**src/rtl/educell_pkg.sv**
```systemverilog
// educell_pkg: state codes and default syndrome width for the EDU cell controller
package educell_pkg;
    localparam int EDUCELL_AQMEAS_TH = 4;
    typedef enum logic [2:0] {
        EDUCELL_IDLE     = 3'd0,
        EDUCELL_SOURCE   = 3'd1,
        EDUCELL_BOUNDARY = 3'd2,
        EDUCELL_TRANSMIT = 3'd3,
        EDUCELL_DONE     = 3'd4
    } educell_state_e;
endpackage

```
**src/rtl/educell_if.sv**
```systemverilog
// educell_if: round control, neighbour spikes and spike-generator drive for one EDU cell
interface educell_if import educell_pkg::*; #(parameter int AQMEAS_TH = EDUCELL_AQMEAS_TH) ();
    logic                 round_start;
    logic                 round_clear;
    logic [AQMEAS_TH-1:0] esm_in;
    logic                 bd_en;
    logic [5:0]           spike_in;
    logic [2:0]           state;
    logic [AQMEAS_TH-1:0] delayed_esmval;
    logic                 delayed_bdval;
    logic                 spike_taken;
    logic [5:0]           spikedir_reg;
    logic                 match_valid;
    logic [5:0]           match_dir;
    modport master (
        output round_start, round_clear, esm_in, bd_en, spike_in,
        input  state, delayed_esmval, delayed_bdval, spike_taken, spikedir_reg, match_valid, match_dir
    );
    modport slave (
        input  round_start, round_clear, esm_in, bd_en, spike_in,
        output state, delayed_esmval, delayed_bdval, spike_taken, spikedir_reg, match_valid, match_dir
    );
endinterface

```
**src/rtl/educell_prio6.sv**
```systemverilog
// educell_prio6: one-hot fixed-priority picker, bit 5 (nw) highest
module educell_prio6 (
    input  logic [5:0] req_i,
    output logic [5:0] win_o
);
    always_comb begin
        win_o = '0;
        for (int i = 0; i < 6; i++)
            if (req_i[i]) win_o = 6'd1 << i;
    end
endmodule

```
**src/rtl/educell_ctrl.sv**
```systemverilog
// educell_ctrl: per-cell round sequencer driving the spike generator and reporting matches
module educell_ctrl import educell_pkg::*; #(
    parameter int EMIT_DELAY = 2,
    parameter int AQMEAS_TH  = EDUCELL_AQMEAS_TH
) (
    input logic       clk,
    input logic       rst,
    educell_if.slave  bus
);
    educell_state_e       state_q, state_d;
    logic [3:0]           cnt_q, cnt_d;
    logic [AQMEAS_TH-1:0] esm_q, esm_d, esmval_q, esmval_d;
    logic                 bdval_q, bdval_d, taken_q, taken_d, match_q, match_d;
    logic [5:0]           dir_q, dir_d, mdir_q, mdir_d, win;

    educell_prio6 u_prio (.req_i(bus.spike_in), .win_o(win));

    always_ff @(posedge clk) begin
        if (rst) begin
            state_q  <= EDUCELL_IDLE;
            cnt_q    <= '0;
            esm_q    <= '0;
            esmval_q <= '0;
            bdval_q  <= 1'b0;
            taken_q  <= 1'b0;
            match_q  <= 1'b0;
            dir_q    <= '0;
            mdir_q   <= '0;
        end else begin
            state_q  <= state_d;
            cnt_q    <= cnt_d;
            esm_q    <= esm_d;
            esmval_q <= esmval_d;
            bdval_q  <= bdval_d;
            taken_q  <= taken_d;
            match_q  <= match_d;
            dir_q    <= dir_d;
            mdir_q   <= mdir_d;
        end
    end

    // Outputs are registered, so emission is decided while the counter still reads 1.
    always_comb begin
        state_d  = state_q;
        cnt_d    = (cnt_q != 4'd0) ? cnt_q - 4'd1 : 4'd0;
        esm_d    = esm_q;
        esmval_d = '0;
        bdval_d  = 1'b0;
        taken_d  = 1'b0;
        match_d  = 1'b0;
        dir_d    = '0;
        mdir_d   = mdir_q;
        if (bus.round_clear) begin
            state_d = EDUCELL_IDLE;
            cnt_d   = '0;
            esm_d   = '0;
            mdir_d  = '0;
        end else begin
            case (state_q)
                EDUCELL_IDLE: if (bus.round_start) begin
                    esm_d   = bus.esm_in;
                    cnt_d   = 4'(EMIT_DELAY);
                    state_d = |bus.esm_in ? EDUCELL_SOURCE : bus.bd_en ? EDUCELL_BOUNDARY : EDUCELL_TRANSMIT;
                end
                EDUCELL_SOURCE, EDUCELL_BOUNDARY: if (|bus.spike_in) begin
                    match_d = 1'b1;
                    mdir_d  = win;
                    state_d = EDUCELL_DONE;
                end else if (cnt_q == 4'd1) begin
                    esmval_d = (state_q == EDUCELL_SOURCE) ? esm_q : '0;
                    bdval_d  = state_q == EDUCELL_BOUNDARY;
                    dir_d    = '1;
                end
                EDUCELL_TRANSMIT: if (taken_q) begin
                    state_d = EDUCELL_DONE;
                end else if (|bus.spike_in) begin
                    taken_d = 1'b1;
                    dir_d   = ~win;
                end
                default: ;
            endcase
        end
    end

    assign bus.state          = state_q;
    assign bus.delayed_esmval = esmval_q;
    assign bus.delayed_bdval  = bdval_q;
    assign bus.spike_taken    = taken_q;
    assign bus.spikedir_reg   = dir_q;
    assign bus.match_valid    = match_q;
    assign bus.match_dir      = mdir_q;
endmodule

```
**src/flat_wrapper.sv**
```systemverilog
// flat-port wrapper written by rule: the top's interface ports become plain ports
module educell_ctrl_flat import educell_pkg::*;
#(
    parameter int EMIT_DELAY = 2,
    parameter int AQMEAS_TH  = EDUCELL_AQMEAS_TH
)
  (clk, rst, bus_round_start, bus_round_clear, bus_esm_in, bus_bd_en, bus_spike_in, bus_state, bus_delayed_esmval, bus_delayed_bdval, bus_spike_taken, bus_spikedir_reg, bus_match_valid, bus_match_dir);
  educell_if #(.AQMEAS_TH(AQMEAS_TH)) bus_i ();
  input logic clk;
  input logic rst;
  input wire logic [$bits(bus_i.round_start)-1:0] bus_round_start;
  input wire logic [$bits(bus_i.round_clear)-1:0] bus_round_clear;
  input wire logic [$bits(bus_i.esm_in)-1:0] bus_esm_in;
  input wire logic [$bits(bus_i.bd_en)-1:0] bus_bd_en;
  input wire logic [$bits(bus_i.spike_in)-1:0] bus_spike_in;
  output wire logic [$bits(bus_i.state)-1:0] bus_state;
  output wire logic [$bits(bus_i.delayed_esmval)-1:0] bus_delayed_esmval;
  output wire logic [$bits(bus_i.delayed_bdval)-1:0] bus_delayed_bdval;
  output wire logic [$bits(bus_i.spike_taken)-1:0] bus_spike_taken;
  output wire logic [$bits(bus_i.spikedir_reg)-1:0] bus_spikedir_reg;
  output wire logic [$bits(bus_i.match_valid)-1:0] bus_match_valid;
  output wire logic [$bits(bus_i.match_dir)-1:0] bus_match_dir;
  assign bus_i.round_start = bus_round_start;
  assign bus_i.round_clear = bus_round_clear;
  assign bus_i.esm_in = bus_esm_in;
  assign bus_i.bd_en = bus_bd_en;
  assign bus_i.spike_in = bus_spike_in;
  assign bus_state = bus_i.state;
  assign bus_delayed_esmval = bus_i.delayed_esmval;
  assign bus_delayed_bdval = bus_i.delayed_bdval;
  assign bus_spike_taken = bus_i.spike_taken;
  assign bus_spikedir_reg = bus_i.spikedir_reg;
  assign bus_match_valid = bus_i.match_valid;
  assign bus_match_dir = bus_i.match_dir;
  educell_ctrl #(.EMIT_DELAY(EMIT_DELAY), .AQMEAS_TH(AQMEAS_TH)) u_core (.clk(clk), .rst(rst), .bus(bus_i));
endmodule
```
**config.mk**
```make
export PLATFORM = sky130hd
export DESIGN_NAME = educell_ctrl_flat
export DESIGN_NICKNAME = d
export VERILOG_FILES = /design/src/rtl/educell_pkg.sv /design/src/rtl/educell_if.sv /design/src/rtl/educell_prio6.sv /design/src/rtl/educell_ctrl.sv /design/src/flat_wrapper.sv
export SDC_FILE = /design/constraint.sdc
export NUM_CORES = 1
export LEC_CHECK = 0
export CAP_MARGIN = 40
export CORE_MARGIN = 1.5
export CORE_UTILIZATION = 48
export DETAILED_ROUTE_END_ITERATION = 6
export PLACE_DENSITY = 0.79
export SKIP_CTS_REPAIR_TIMING = 1
export SYNTH_ARGS = -nofsm -noshare
export SYNTH_HDL_FRONTEND = slang
export SYNTH_SLANG_ARGS = --single-unit
export TNS_END_PERCENT = 10
```
**constraint.sdc**
```tcl
create_clock -name clk -period 2.25 [get_ports clk]
set_input_delay 0.45 -clock clk [delete_from_list [all_inputs] [get_ports clk]]
set_output_delay 0.45 -clock clk [all_outputs]
set_load 0.01 [all_outputs]
```
==> Yosys cells after proc, flatten, opt, wreduce, memory -nomap -nowiden <==
Cells that the tools add are included.
{ "totals": {"ff_bits": 30} }
{ "op_classes": {"mux": 21, "reduce_logical": 14, "n_addsub": 1, "bitwise": 5, "eq_ne": 7} }
{ "op_table": {"columns": ["cell", "n"], "rows": [
  ["6-bit 2-to-1 mux", 9],
  ["3-bit 2-to-1 mux", 4],
  ["4-bit 2-to-1 mux", 3],
  ["6-bit one-hot mux with 2 select lines", 1],
  ["11-bit OR reduction", 1],
  ["10-bit OR reduction", 1],
  ["3-bit one-hot mux with 3 select lines", 1],
  ["4-bit OR reduction", 2],
  ["3-bit by 2-bit == test with 1-bit output (second input constant)", 2],
  ["6-bit NOT", 1],
  ["6-bit OR reduction", 1],
  ["4-bit by 1-bit == test with 1-bit output (second input constant)", 1],
  ["2-bit by 1-bit != test with 1-bit output (second input constant)", 2],
  ["1-bit NOT", 4],
  ["2-bit AND reduction", 2],
  ["4-bit AND reduction", 1],
  ["4-bit nonzero test", 1],
  ["2-bit OR reduction", 2],
  ["4-bit by 1-bit subtractor with 4-bit output (second input constant)", 1],
  ["3-bit by 1-bit == test with 1-bit output (second input constant)", 1],
  ["3-bit logical NOT", 1],
  ["1-bit 2-to-1 mux", 3],
  ["3-bit nonzero test", 1],
  ["3-bit OR reduction", 1],
  ["2-bit != test (second input constant)", 1]
]} }

==> Depth between registers and ports, before layout <==
Gate-level depths: netlist of run 1.
{ "logic_depth": {"depth_word": 10, "depth_mapped": 6, "depth_no_buf": 4} }

==> Modules after synthesis <==
From an unflattened synthesis of run 1, not the netlist that was laid out.
{ "unflattened": {"hier_cells": 119, "hier_area_um2": 1209.9} }
{ "modules_own_cells": {"columns": ["mod", "instances", "cells_each", "area_per_inst_um2", "seq_area_each_um2"], "rows": [
  ["educell_ctrl", 1, 112, 1152.4, 600.6],
  ["educell_prio6", 1, 7, 57.6, 0.0]
]} }

==> Worst setup path before layout of run 1 <==
Ideal clock, no wire load.
{ "synth_path": {"kind": "input-to-reg", "startpoint": "input bus_spike_in[5]", "endpoint": "register u_core.dir_q[2] (netlist: u_core.bus.spikedir_reg[2])", "path_slack_ps": 581, "cell_stages": 4, "arrival_time_ps": 1593, "t_required_ps": 2174, "setup_ps": 76, "path_cell_list": "nor4_4 nand2_2 or4_4 o21ai_0"} }
{ "synth_between": {"elab_chain_len": 5} }
{ "synth_rtl": {"columns": ["element", "line", "text"], "rows": [
  ["start: declaration", "flat_wrapper.sv:15", "input wire logic [$bits(bus_i.spike_in)-1:0] bus_spike_in;"],
  ["6-bit 2-to-1 mux", "educell_prio6.sv:9", "if (req_i[i]) win_o = 6'd1 << i;"],
  ["6-bit NOT", "educell_ctrl.sv:78", "dir_d = ~win;"],
  ["6-bit 2-to-1 mux", "educell_ctrl.sv:76", "end else if (|bus.spike_in) begin"],
  ["6-bit 2-to-1 mux", "educell_ctrl.sv:74", "EDUCELL_TRANSMIT: if (taken_q) begin"],
  ["6-bit one-hot mux with 2 select lines (*)", "educell_ctrl.sv:59", "case (state_q)"],
  ["end signal: assignment", "educell_ctrl.sv:37", "dir_q <= dir_d;"],
  ["end: declaration", "educell_ctrl.sv:14", "logic [5:0] dir_q, dir_d, mdir_q, mdir_d, win;"]
]} }
Every way passes the cells marked *; elsewhere a longest branch is shown, timed or not.
A chain may end at the register's enable or synchronous reset.

==> Final worst setup path of run 1 <==
{ "layout_path": {"startpoint": "register u_core.state_q[2] (netlist: u_core.bus.state[2])", "endpoint": "output bus_state[2]"} }
{ "layout_lines": {"columns": ["element", "line", "text"], "rows": [
  ["start: declaration", "educell_ctrl.sv:10", "educell_state_e state_q, state_d;"],
  ["start signal: assignment", "educell_ctrl.sv:30", "state_q <= state_d;"],
  ["end: declaration", "flat_wrapper.sv:16", "output wire logic [$bits(bus_i.state)-1:0] bus_state;"]
]} }
No word-level cell between the ends.

==> results of run 1 <==
## where the power goes
group          leakage, nW  switching, mW  internal [mW]  total (mW)
registers            0.242        0.00593          0.536       0.542
clock network       0.0353          0.169          0.151       0.320
logic                0.296         0.0415         0.0422      0.0837
## layer usage
layer | routed length (um) | share of wire
met1 | 1160 | 0.47
met2 | 1140 | 0.47
met3 | 119 | 0.048
met4 | 29 | 0.012
met5 | 0 | 0
## worst max-delay path by stage
stage,from,endpoint,slack (ps)
after floorplan,bus_spike_in[5],u_core.bus.spikedir_reg[2],580
after global placement,bus_spike_in[5],u_core.bus.spikedir_reg[0],150
after detailed placement,bus_spike_in[3],u_core.bus.spikedir_reg[0],110
after CTS,u_core.bus.state[2],bus_state[2],400
after global routing,bus_spike_in[3],u_core.bus.delayed_esmval[1],280
final,u_core.bus.state[2],bus_state[2],390
## final cells by class
class                   count  share of cell area
flip-flops and latches     30               0.374
multi-input cells          92               0.325
repair buffers             38               0.233
clock buffers               7              0.0342
well taps                  28              0.0218
inverters                   4             0.00934
clock inverters             1             0.00311
## kinds of logic (layout without fill, tap and decap cells)
family                    Yosys count  in the layout  synth area share
and+or+nand+nor                    60             60             0.283
xor gates and xnor gates            1              1           0.00763
buffers and inverters               7             50            0.0229
AOI/OAI and AO/OA                  31             31             0.163
DFF                                30             30             0.523
## synth_stat cells, drive strengths merged (2+ instances only)
library cell	n	area (sq um)
inv	4	15.0
nor4	4	40.0
nor3	4	20.0
nand2	18	70.1
nand3	6	30.0
nand2b	2	12.5
nor2b	4	25.0
a21oi	7	35.0
nor2	8	30.0
and2	6	37.5
a211oi	4	35.0
clkbuf	3	11.3
dfxtp	30	601
and3	2	12.5
o21ai	13	65.1
a31oi	2	12.5
## per-stage QoR
step	std cells	util
2_1_floorplan	129	-
3_3_place_gp	192	0.693
3_5_place_dp	192	0.693
4_1_cts	200	0.720
5_1_grt	200	0.720
6_report	200	0.720
==> results_dict.tcl, run 1 <==
set metrics [dict create \
    root_buffer "clkbuf_4" \
    async_flop_share 0 \
    nFillCells 170 \
    use_met3 0.0546 \
    io_pins 37 \
    wl_mm 2.45 \
    cp-end-kind "primary output" \
    status "complete, no violations" \
    num-nets-final 186 \
    vias 1068 \
    use_met1 0.273 \
    critPathSlowestCell "clkdlybuf4s50_1" \
    clockBufferDepth 2 \
    drtIter0Drc 10 \
    synth_cell_types 31 \
    skew_ps 5.66 \
    seq_area_sq_um 601 \
    path_cells "clkdlybuf4s50_1" \
    holdCritPathClass "reg -> reg" \
    cts_buffers 5 \
    place_ws_ps 111 \
    die_width_um 51.9 \
    antenna_found_initial 0 \
    worst_pin_slew_ps 622 \
    clock_latency_ps 320 \
    portBuffers 36 \
    syn_nets 144 \
    drc 0 \
    hold_violations 0 \
    synth-edff-count 0 \
    die_h_um 51.9 \
    layout_commonest_cell "clkdlybuf4s50_1" \
    ant_nets 0 \
    r2r-start "u_core.bus.state[2]" \
    path_class "reg -> out" \
    cap_violations 0 \
    power_density_nw_per_um2 588 \
    area_growth_pct 40.0 \
    h-tree-depth 2 \
    critPathArrivalTime_ps 1410 \
    grt_max_degree 14 \
    hpwl_mm 1.93 \
    cts.sinks 30 \
    min_period_over_period 0.826 \
    seq_area_frac_synth 0.523 \
    antenna_cells 0 \
    path_buf_inv 1 \
    power.total_mw 0.946 \
    vias_per_cell 5.34 \
    avgSynthCellArea_sq_um 8.90 \
    crit_cells 1 \
    slew_headroom 0.583 \
    slew_viol_final 0 \
    fin_crit_ps 1860 \
    worst_hold_slack_ps 459 \
    synthesis.area_sq_um 1150 \
    crit_required_ps 1800 \
    timing.rr.end "u_core.bus.spikedir_reg[5]" \
    routabilityCongestion 0.799 \
    start_util 0.514 \
    die-area_sq_um 2700 \
    power.leakage_nw 0.574 \
    synth_flop_cell "dfxtp_1" \
    reg2reg_depth 4 \
    vdd_drop_max_v 0.000574 \
    setup-tns-final_ps 0 \
    top_usage_layer "met2" \
    timing.fmax_ghz 0.538 \
    setup_ws_ps 391 \
    yosys_warnings 0 \
    synthCells 129 \
    use_met2 0.340 \
    cp-start-kind "register" \
    placed_cell_area_sq_um 1550 \
    synth_seq_cells 30 \
    regToRegSetupSlack_ps 750 \
    first_pass_iters 4 \
    setup_viol 0 \
    hold_path_depth 2 \
    rsz0062_at_grt "false" \
    post_drt_wl_per_cell_um 12.3 \
    grt_util_all_layers 0.217 \
    grt_overflow_total 0 \
    std_cell_rows 17 \
    core_area_sq_um 2230 \
    cts_tree "built" \
    grt_pass1_wl_mm 4.20 \
    hold_path.startpoint "u_core.esm_q[0]" \
    clk_pin_slew_ps 90 \
    postLayoutCellArea_sq_um 1610 \
    grt_pass1_vias 992 \
    mostFrequentLayoutCells "clkdlybuf4s50_1 (36), dfxtp_1 (30), nand2_1 (17)" \
    hold_end "u_core.esm_q[0]" \
    multi_input_area_sq_um 522 \
    drive_above_1_share 0.0872 \
    crit_fanout 8 \
    max_stage_delay_ps 600 \
    critPathTopFamily "buffers and inverters" \
]
No activity file was read; power rests on OpenSTA's default activity.
==> run 2, diff against run 1 <==
--- a/config.mk
+++ b/config.mk
@@ -7,9 +7,9 @@
 export LEC_CHECK = 0
 export CAP_MARGIN = 40
 export CORE_MARGIN = 1.5
-export CORE_UTILIZATION = 48
+export CORE_UTILIZATION = 40
 export DETAILED_ROUTE_END_ITERATION = 6
-export PLACE_DENSITY = 0.79
+export PLACE_DENSITY = 0.7
 export SKIP_CTS_REPAIR_TIMING = 1
 export SYNTH_ARGS = -nofsm -noshare
 export SYNTH_HDL_FRONTEND = slang
==> constraint.sdc (replaced) <==
create_clock -name clk -period 1.55 [get_ports clk]
set_input_delay 0.31 -clock clk [delete_from_list [all_inputs] [get_ports clk]]
set_output_delay 0.31 -clock clk [all_outputs]
set_load 0.01 [all_outputs]
==> run 2 against run 1 <==
Effect of this change:
- sequential power increased by 45%
- global-route usage decreased by 4.0 points
- sequential share of layout area decreased by 3.8 points
- critical path depth unchanged
- clock skew increased by 4.6 ps
- register-to-register slack got worse by 610 ps
- combinational power increased by 77%
- wire length increased by 6.0%
- cell area increased by 12%
- flip-flop and latch count unchanged
- largest power group unchanged
- die area increased by 19%
==> results_dict.tcl, run 2 (same netlist as run 1, synthesis figures left out) <==
set metrics [dict create \
    grt_util_all_layers 0.178 \
    first_pass_iters 4 \
    vdd_drop_max_v 0.00107 \
    antenna_found_initial 0 \
    antenna_cells 0 \
    skew_ps 10.2 \
    worst_hold_slack_ps 448 \
    die_width_um 56.6 \
    cp-end-kind "primary output" \
    slew_headroom 0.708 \
    rsz0062_at_grt "true" \
    grt_max_degree 11 \
    path_class "reg -> out" \
    crit_required_ps 1240 \
    clock_latency_ps 330 \
    start_util 0.420 \
    core_area_sq_um 2730 \
    setup_viol 0 \
    p_sw_mw 0.340 \
    max_stage_delay_ps 530 \
    nFillCells 222 \
    root_buffer "clkbuf_4" \
    cp-start-kind "register" \
    drc 0 \
    vias_per_cell 5.21 \
    drtIter0Drc 34 \
    path_cells "clkdlybuf4s50_1" \
    die_h_um 56.6 \
    crit_fanout 2 \
    worst_pin_slew_ps 435 \
    p_seq_frac 0.512 \
    h-tree-depth 2 \
    layout_commonest_cell "dfxtp_1" \
    fin_crit_ps 1500 \
    path_buf_inv 1 \
    clock_power_share 0.391 \
    setup-tns-final_ps 0 \
    die-area_sq_um 3200 \
    postLayoutCellArea_sq_um 1810 \
    power.leakage_nw 0.902 \
    cap_violations 0 \
    clockBufferDepth 2 \
    post_drt_wl_per_cell_um 11.9 \
    grt_overflow_total 0 \
    hold_violations 0 \
    critPathTopFamily "buffers and inverters" \
    io_pins 37 \
    placed_cell_area_sq_um 1680 \
    wl_mm 2.60 \
    slew_viol_final 0 \
    area_growth_pct 57.3 \
    drive_above_1_share 0.186 \
    clk_pin_slew_ps 90 \
    regToRegSetupSlack_ps 140 \
    p_int_mw 1.19 \
    ant_nets 0 \
    grt_pass1_wl_mm 4.31 \
    portBuffers 36 \
    mostFrequentLayoutCells "dfxtp_1 (28), clkdlybuf4s50_1 (22), nand2_1 (17), buf_4 (17), dlymetal6s2s_1 (14)" \
    cts_tree "built" \
    grt_pass1_vias 995 \
    holdCritPathClass "reg -> reg" \
    pwr-share-comb 0.097 \
    routabilityCongestion 0.926 \
    power_density_nw_per_um2 849 \
    min_period_over_period 0.970 \
    num-nets-final 202 \
    fin_util 0.661 \
    hpwl_mm 1.95 \
    cts.sinks 30 \
    timing.fmax_ghz 0.665 \
    cts_buffers 5 \
    critPathArrivalTime_ps 1190 \
    switching_share 0.222 \
    std_cell_rows 19 \
    vias 1140 \
    critPathSlowestCell "clkdlybuf4s50_1" \
    status "complete, no violations" \
]
## run 2: cell types whose count changed in the layout (fill, tap and decap cells not counted), sizes merged
cell           before  now
clkdlybuf4s50      36   22
buf                 2   18
bufinv              0    1
dlymetal6s2s        0   14
clkinv              1    2
clkbuf              7    5
## run 2: tightest hold or removal path: stages (launching register included)
cell	delay, ps
dfxtp_1	320
nand2_1	50
a21oi_1	50
## run 2: power groups by stage
stage | Clock, mW | Combinational (mW) | Sequential, mW
3_3_place_gp | 0 | 0.146 | 0.803
2_1_floorplan | 0 | 0.0525 | 0.805
6_report | 0.600 | 0.148 | 0.785
4_1_cts | 0.614 | 0.149 | 0.786
5_1_grt | 0.650 | 0.163 | 0.787
3_5_place_dp | 0 | 0.148 | 0.804
## run 2: cell type report
type                            instances  area, sq um  area share
Timing Repair Buffer                   54          543       0.301
Multi-Input combinational cell         92          527       0.292
Inverter                                4         15.0     0.00831
Clock buffer                            5         37.5      0.0208
Sequential cell                        30          606       0.335
Tap cell                               31         38.8      0.0215
Clock inverter                          3         40.0      0.0222
## run 2: path summary, 6_finish.rpt
kind	from	to	cells after the start
setup / recovery	u_core.bus.match_dir[1]	bus_match_dir[1]	1
hold reg to reg	u_core.esm_q[3]	u_core.esm_q[3]	2
hold / removal	u_core.esm_q[3]	u_core.esm_q[3]	2
setup reg to reg	u_core.cnt_q[1]	u_core.bus.spikedir_reg[0]	4
## run 2: per-stage QoR
| stage | setup WS, ps | std cells | total power, mW |
|---|---|---|---|
| after floorplan | 20.8 | 129 | 0.857 |
| after global routing | -17.6 | 219 | 1.60 |
| after CTS | -183 | 219 | 1.55 |
| after detailed placement | -381 | 211 | 0.952 |
| final | 46.2 | 219 | 1.53 |
| after global placement | -337 | 211 | 0.950 |
## run 2: layer usage
layer	GRT usage	vias to the layer above	share of wire	routed length, um
met5	0	-	0	0
met4	0.0986	0	0.019	49
met3	0.0645	7	0.056	145
met2	0.262	36	0.47	1220
met1	0.223	525	0.46	1190
li1	-	572	-	-
==> run 3, diff against run 2 <==
--- a/config.mk
+++ b/config.mk
@@ -6,10 +6,12 @@
 export NUM_CORES = 1
 export LEC_CHECK = 0
 export CAP_MARGIN = 40
+export CELL_PAD_IN_SITES_DETAIL_PLACEMENT = 1
+export CELL_PAD_IN_SITES_GLOBAL_PLACEMENT = 1
 export CORE_MARGIN = 1.5
-export CORE_UTILIZATION = 40
+export CORE_UTILIZATION = 29
 export DETAILED_ROUTE_END_ITERATION = 6
-export PLACE_DENSITY = 0.7
+export PLACE_DENSITY = 0.69
 export SKIP_CTS_REPAIR_TIMING = 1
 export SYNTH_ARGS = -nofsm -noshare
 export SYNTH_HDL_FRONTEND = slang
==> run 3 against run 2 <==
Effect of this change:
- clock power grew 8.5%
- wire length up 21%
- first-iteration DRC count decreased by 38%
- clock skew fell by 6.8 ps
- utilization shrank 17 points
- critical path depth unchanged
- total power rose by 3.9%
- sequential share of layout area decreased by 0.71 points
- worst hold slack gained 2.0 ps
- combinational power rose by 5%
- clock-buffer cell count grew 1
- cell count is 8.7% higher
- critical path type unchanged
- critical endpoint is now bus_state[2]
==> results_dict.tcl, run 3 (same netlist as run 1, synthesis figures left out) <==
set metrics [dict create \
    status "complete, no violations" \
    crit_required_ps 1240 \
    crit_fanout 6 \
    skew_ps 3.46 \
    slew_viol_final 0 \
    setup_viol 0 \
    cp-end-kind "primary output" \
    critPathTopFamily "buffers and inverters" \
    grt_pass1_vias 1186 \
    layout_commonest_cell "clkdlybuf4s50_1" \
    num-nets-final 204 \
    start_util 0.307 \
    power.total_mw 1.59 \
    critPathSlowestCell "clkdlybuf4s50_1" \
    pwr-share-comb 0.097 \
    h-tree-depth 2 \
    clockBufferDepth 2 \
    drive_above_1_share 0.205 \
    grt_util_all_layers 0.162 \
    first_pass_iters 4 \
    worst_pin_slew_ps 507 \
    critPathArrivalTime_ps 1220 \
    grt_pass1_wl_mm 5.31 \
    area_growth_pct 60.0 \
    clock_power_share 0.409 \
    power_density_nw_per_um2 866 \
    portBuffers 36 \
    timing.fmax_ghz 0.654 \
    slew_headroom 0.660 \
    routabilityCongestion 0.852 \
    cts.sinks 30 \
    std_cell_rows 22 \
    cts_buffers 5 \
    wl_mm 3.15 \
    post_drt_wl_per_cell_um 13.2 \
    vdd_drop_max_v 0.000545 \
    clk_pin_slew_ps 60 \
    path_class "reg -> out" \
    drtIter0Drc 21 \
    antenna_cells 0 \
    core_area_sq_um 3740 \
    min_period_over_period 0.987 \
    hpwl_mm 2.42 \
    mostFrequentLayoutCells "clkdlybuf4s50_1 (30), dfxtp_1 (28), buf_4 (20)" \
    ant_nets 0 \
    die_h_um 65.9 \
    p_int_mw 1.22 \
    p_seq_frac 0.494 \
    drc 0 \
    die_width_um 65.9 \
    grt_overflow_total 0 \
    vias_per_cell 4.78 \
    die-area_sq_um 4350 \
    hold_violations 0 \
    cp-start-kind "register" \
    fin_crit_ps 1530 \
    holdCritPathClass "reg -> reg" \
    fin_util 0.491 \
    dp_cells 230 \
    io_pins 37 \
    grt_max_degree 12 \
    p_sw_mw 0.374 \
    cts_tree "built" \
    path_buf_inv 1 \
    antenna_found_initial 0 \
    switching_share 0.235 \
    max_stage_delay_ps 550 \
    cap_violations 0 \
    root_buffer "clkbuf_8" \
    path_cells "clkdlybuf4s50_1" \
    vias 1137 \
    clock_latency_ps 280 \
    rsz0062_at_grt "true" \
    finalNonFillerCells 238 \
    power.leakage_nw 0.742 \
]
run 3: cell types whose count changed in the layout (fill, tap and decap cells not counted), sizes merged:
cell           change
buf                +2
bufinv             -1
clkbuf             +1
clkdlybuf4s50      +8
clkinv             -1
clkinvlp           +1
dlymetal6s2s       -8
run 3: metal layers:
| metal | GRT usage | part of all wire | routed length [um] | up-vias |
|---|---|---|---|---|
| met1 | 0.201 | 0.45 | 1430 | 533 |
| met5 | 0 | 0 | 0 | - |
| met4 | 0.0944 | 0.023 | 71 | 0 |
| li1 | - | - | - | 573 |
| met2 | 0.261 | 0.48 | 1530 | 24 |
| met3 | 0.0307 | 0.038 | 119 | 7 |
run 3: worst paths after layout:
path	to	cells after the start	slack (ps)	from
worst max register to register	u_core.bus.spikedir_reg[0]	4	100	u_core.cnt_q[1]
worst min register to register	u_core.esm_q[2]	2	450	u_core.esm_q[2]
worst min-delay path	u_core.esm_q[2]	2	450	u_core.esm_q[2]
worst max-delay path	bus_state[2]	1	20	u_core.bus.state[2]
run 3: worst reg2reg max path, delay by kind of cell (launching register included):
| kind | cells | cell delay, ps |
|---|---|---|
| AOI/OAI and AO/OA | 1 | 110 |
| DFF | 1 | 350 |
| and+or+nand+nor | 3 | 910 |
run 3: power by group through the flow:
stage          registers [mW]  clock network [mW]  logic, mW
6_report                0.786               0.651      0.155
5_1_grt                 0.787               0.704      0.171
4_1_cts                 0.786               0.669      0.154
3_5_place_dp            0.803                   0      0.152
3_3_place_gp            0.803                   0      0.149
2_1_floorplan           0.805                   0     0.0525
run 3: layout make-up:
type	count	area, sq um
clock buffer	6	82.6
fill	447	1910
multi-input combinational	92	539
timing repair buffer	56	526
sequential	30	603
inverter	4	15.0
tap	48	60.1
clock inverter	2	12.5
run 3: per-stage QoR:
| step | hold slack, ps | setup WS, ps | TNS, ps | area [sq um] |
|---|---|---|---|---|
| global placement | 439 | -369 | -6160 | 1710 |
| global route | 480 | -24.5 | -131 | 1840 |
| floorplan | 425 | 20.8 | 0 | 1150 |
| finish | 450 | 19.9 | 0 | 1840 |
| CTS | 453 | -135 | -1070 | 1800 |
| detailed placement | 444 | -388 | -6560 | 1710 |
==> RTL change, RTL diff (settings of run 1) <==
`esmval_q` no longer has a reset.
--- a/src/rtl/educell_ctrl.sv
+++ b/src/rtl/educell_ctrl.sv
@@ -22,3 +22,2 @@
             esm_q    <= '0;
-            esmval_q <= '0;
             bdval_q  <= 1'b0;
@@ -32,3 +31,2 @@
             esm_q    <= esm_d;
-            esmval_q <= esmval_d;
             bdval_q  <= bdval_d;
@@ -39,2 +37,6 @@
         end
+    end
+
+    always_ff @(posedge clk) begin
+        esmval_q <= esmval_d;
     end
Behaviour: not the same (a bounded check fails within 4 cycles, from zero or initial values; the reset may be asserted at any time).
==> RTL change against run 1 <==
Via count is 17% higher; combinational power is 21% higher; sequential cell count stayed put; setup slack worse by 0.18 ns; design area is 13% higher; sequential power hardly changed; area after synthesis is 14% higher; hold slack worse by 0.017 ns; total power is 9.6% higher; first-iteration DRC count grew to 2.6 times the old value; routed wire length is 28% higher; critical path type unchanged; critical endpoint is now bus_state[1]; largest cell class is now multi-input gates; largest power group unchanged.
==> RTL change: results (changes against run 1) <==
grt_pass1_vias: 1213  # was 992
dpl-instance-area_sq_mm: 0.00174  # was 0.00155 sq mm
path_class: "reg -> out"  # unchanged
met2_usage: 0.384  # was 0.340
synth_fp_nets: 162  # was 144
p_leak_nw: 0.625  # was 0.574 nW
slowest_stage: "dfxtp_1"  # was clkdlybuf4s50_1
synth_compound_area_frac: 0.185  # was 0.163
cpPeakStageDelay_ns: 0.63  # was 0.60 ns
netlist_instances: 147  # was 129
via_count: 1252  # was 1068
grt_pass1_wl_um: 5490  # was 4200 um
fillers: 203  # was 170
dp_hpwl_um: 2390  # was 1930 um
met3_usage: 0.0796  # was 0.0546
hold_slack_ns: 0.443  # was 0.459 ns
finalCritPeriodShare: 0.907  # was 0.826
power.share.clock: 0.377  # was 0.338
grt_start_max_net_pins: 15  # was 14
min_to: "u_core.bus.delayed_esmval[0]"  # was u_core.esm_q[0]
clkTransAtPathRegs_ns: 0.09  # about the same
drt_iter0_drc: 26  # was 10
p_sw_frac: 0.227  # was 0.228
worst_clock_skew_ns: 0.00387  # was 0.00566 ns
crit_arrival_ns: 1.59  # was 1.41 ns
yosysUniqueCellTypes: 48  # was 31
place_ws_ns: 0.0637  # was 0.111 ns
status: "finished clean"  # unchanged
yosys-top-cells-count: "30 x dfxtp_1, 17 x nand2_1, 10 x nor2_1"  # was 30 x dfxtp_1, 17 x nand2_1, 13 x o21ai_0
instances_no_fill: 222  # was 200
worstPathMaxFanout: 14  # was 8
synth.area.top_cells: "dfxtp_1 46%, nand2_1 4.9%, a21oi_1 3.4%"  # was dfxtp_1 52%, o21ai_0 5.7%, nand2_1 5.6%
post_synth_xor_area_fraction: 0.0133  # was 0.00763
r2r-end: "u_core.bus.match_dir[3]"  # was u_core.bus.spikedir_reg[5]
power.density_mw_per_mm2: 569  # was 588 mW/mm^2
root_buffer: "clkbuf_4"  # unchanged
peakVddDrop_uv: 563  # was 574 uV
ys_warn_count: 0  # unchanged
tightestPinTransition_ns: 0.664  # was 0.622 ns
crit_end: "bus_state[1]"  # was bus_state[2]
ys_seq_area_frac: 0.457  # was 0.523
rrSetupSlack_ns: 0.54  # was 0.75 ns
grtUsageTotal: 0.227  # was 0.217
place_congestion: 0.815  # was 0.799
rr_worst_depth: 3  # was 4
drive_above_1_share: 0.151  # was 0.0872
pg_comb_mw: 0.101  # was 0.0837 mW
-- RTL change: cell count changes after synthesis, sizes merged, moves of 3 or more --
| cell | run 1 | this run |
|---|---|---|
| o21ai | 13 | 7 |
| nand3 | 6 | 1 |
| and2 | 6 | 2 |
| nor3 | 4 | 8 |
| o211ai | 0 | 4 |
| clkbuf | 3 | 6 |
-- RTL change: layer usage --
metal / up-vias / routed length, um
met5: - / 0
met4: 0 / 42
met3: 5 / 190
met2: 42 / 1520
met1: 577 / 1390
li1: 628 / -
-- RTL change: final cells by class --
class | count | area, sq um | area share
sequential | 30 | 601 | 0.330
multi-input combinational | 103 | 653 | 0.359
clock buffer | 8 | 78.8 | 0.0433
timing repair buffer | 45 | 428 | 0.235
inverter | 6 | 22.5 | 0.0124
tap | 30 | 37.5 | 0.0206
-- RTL change: worst reg2reg max path, stage by stage (launching register included) --
cell and delay [ns]:
dfxtp_1 0.63, xor2_1 0.47, o211ai_2 0.19, mux2_2 0.31
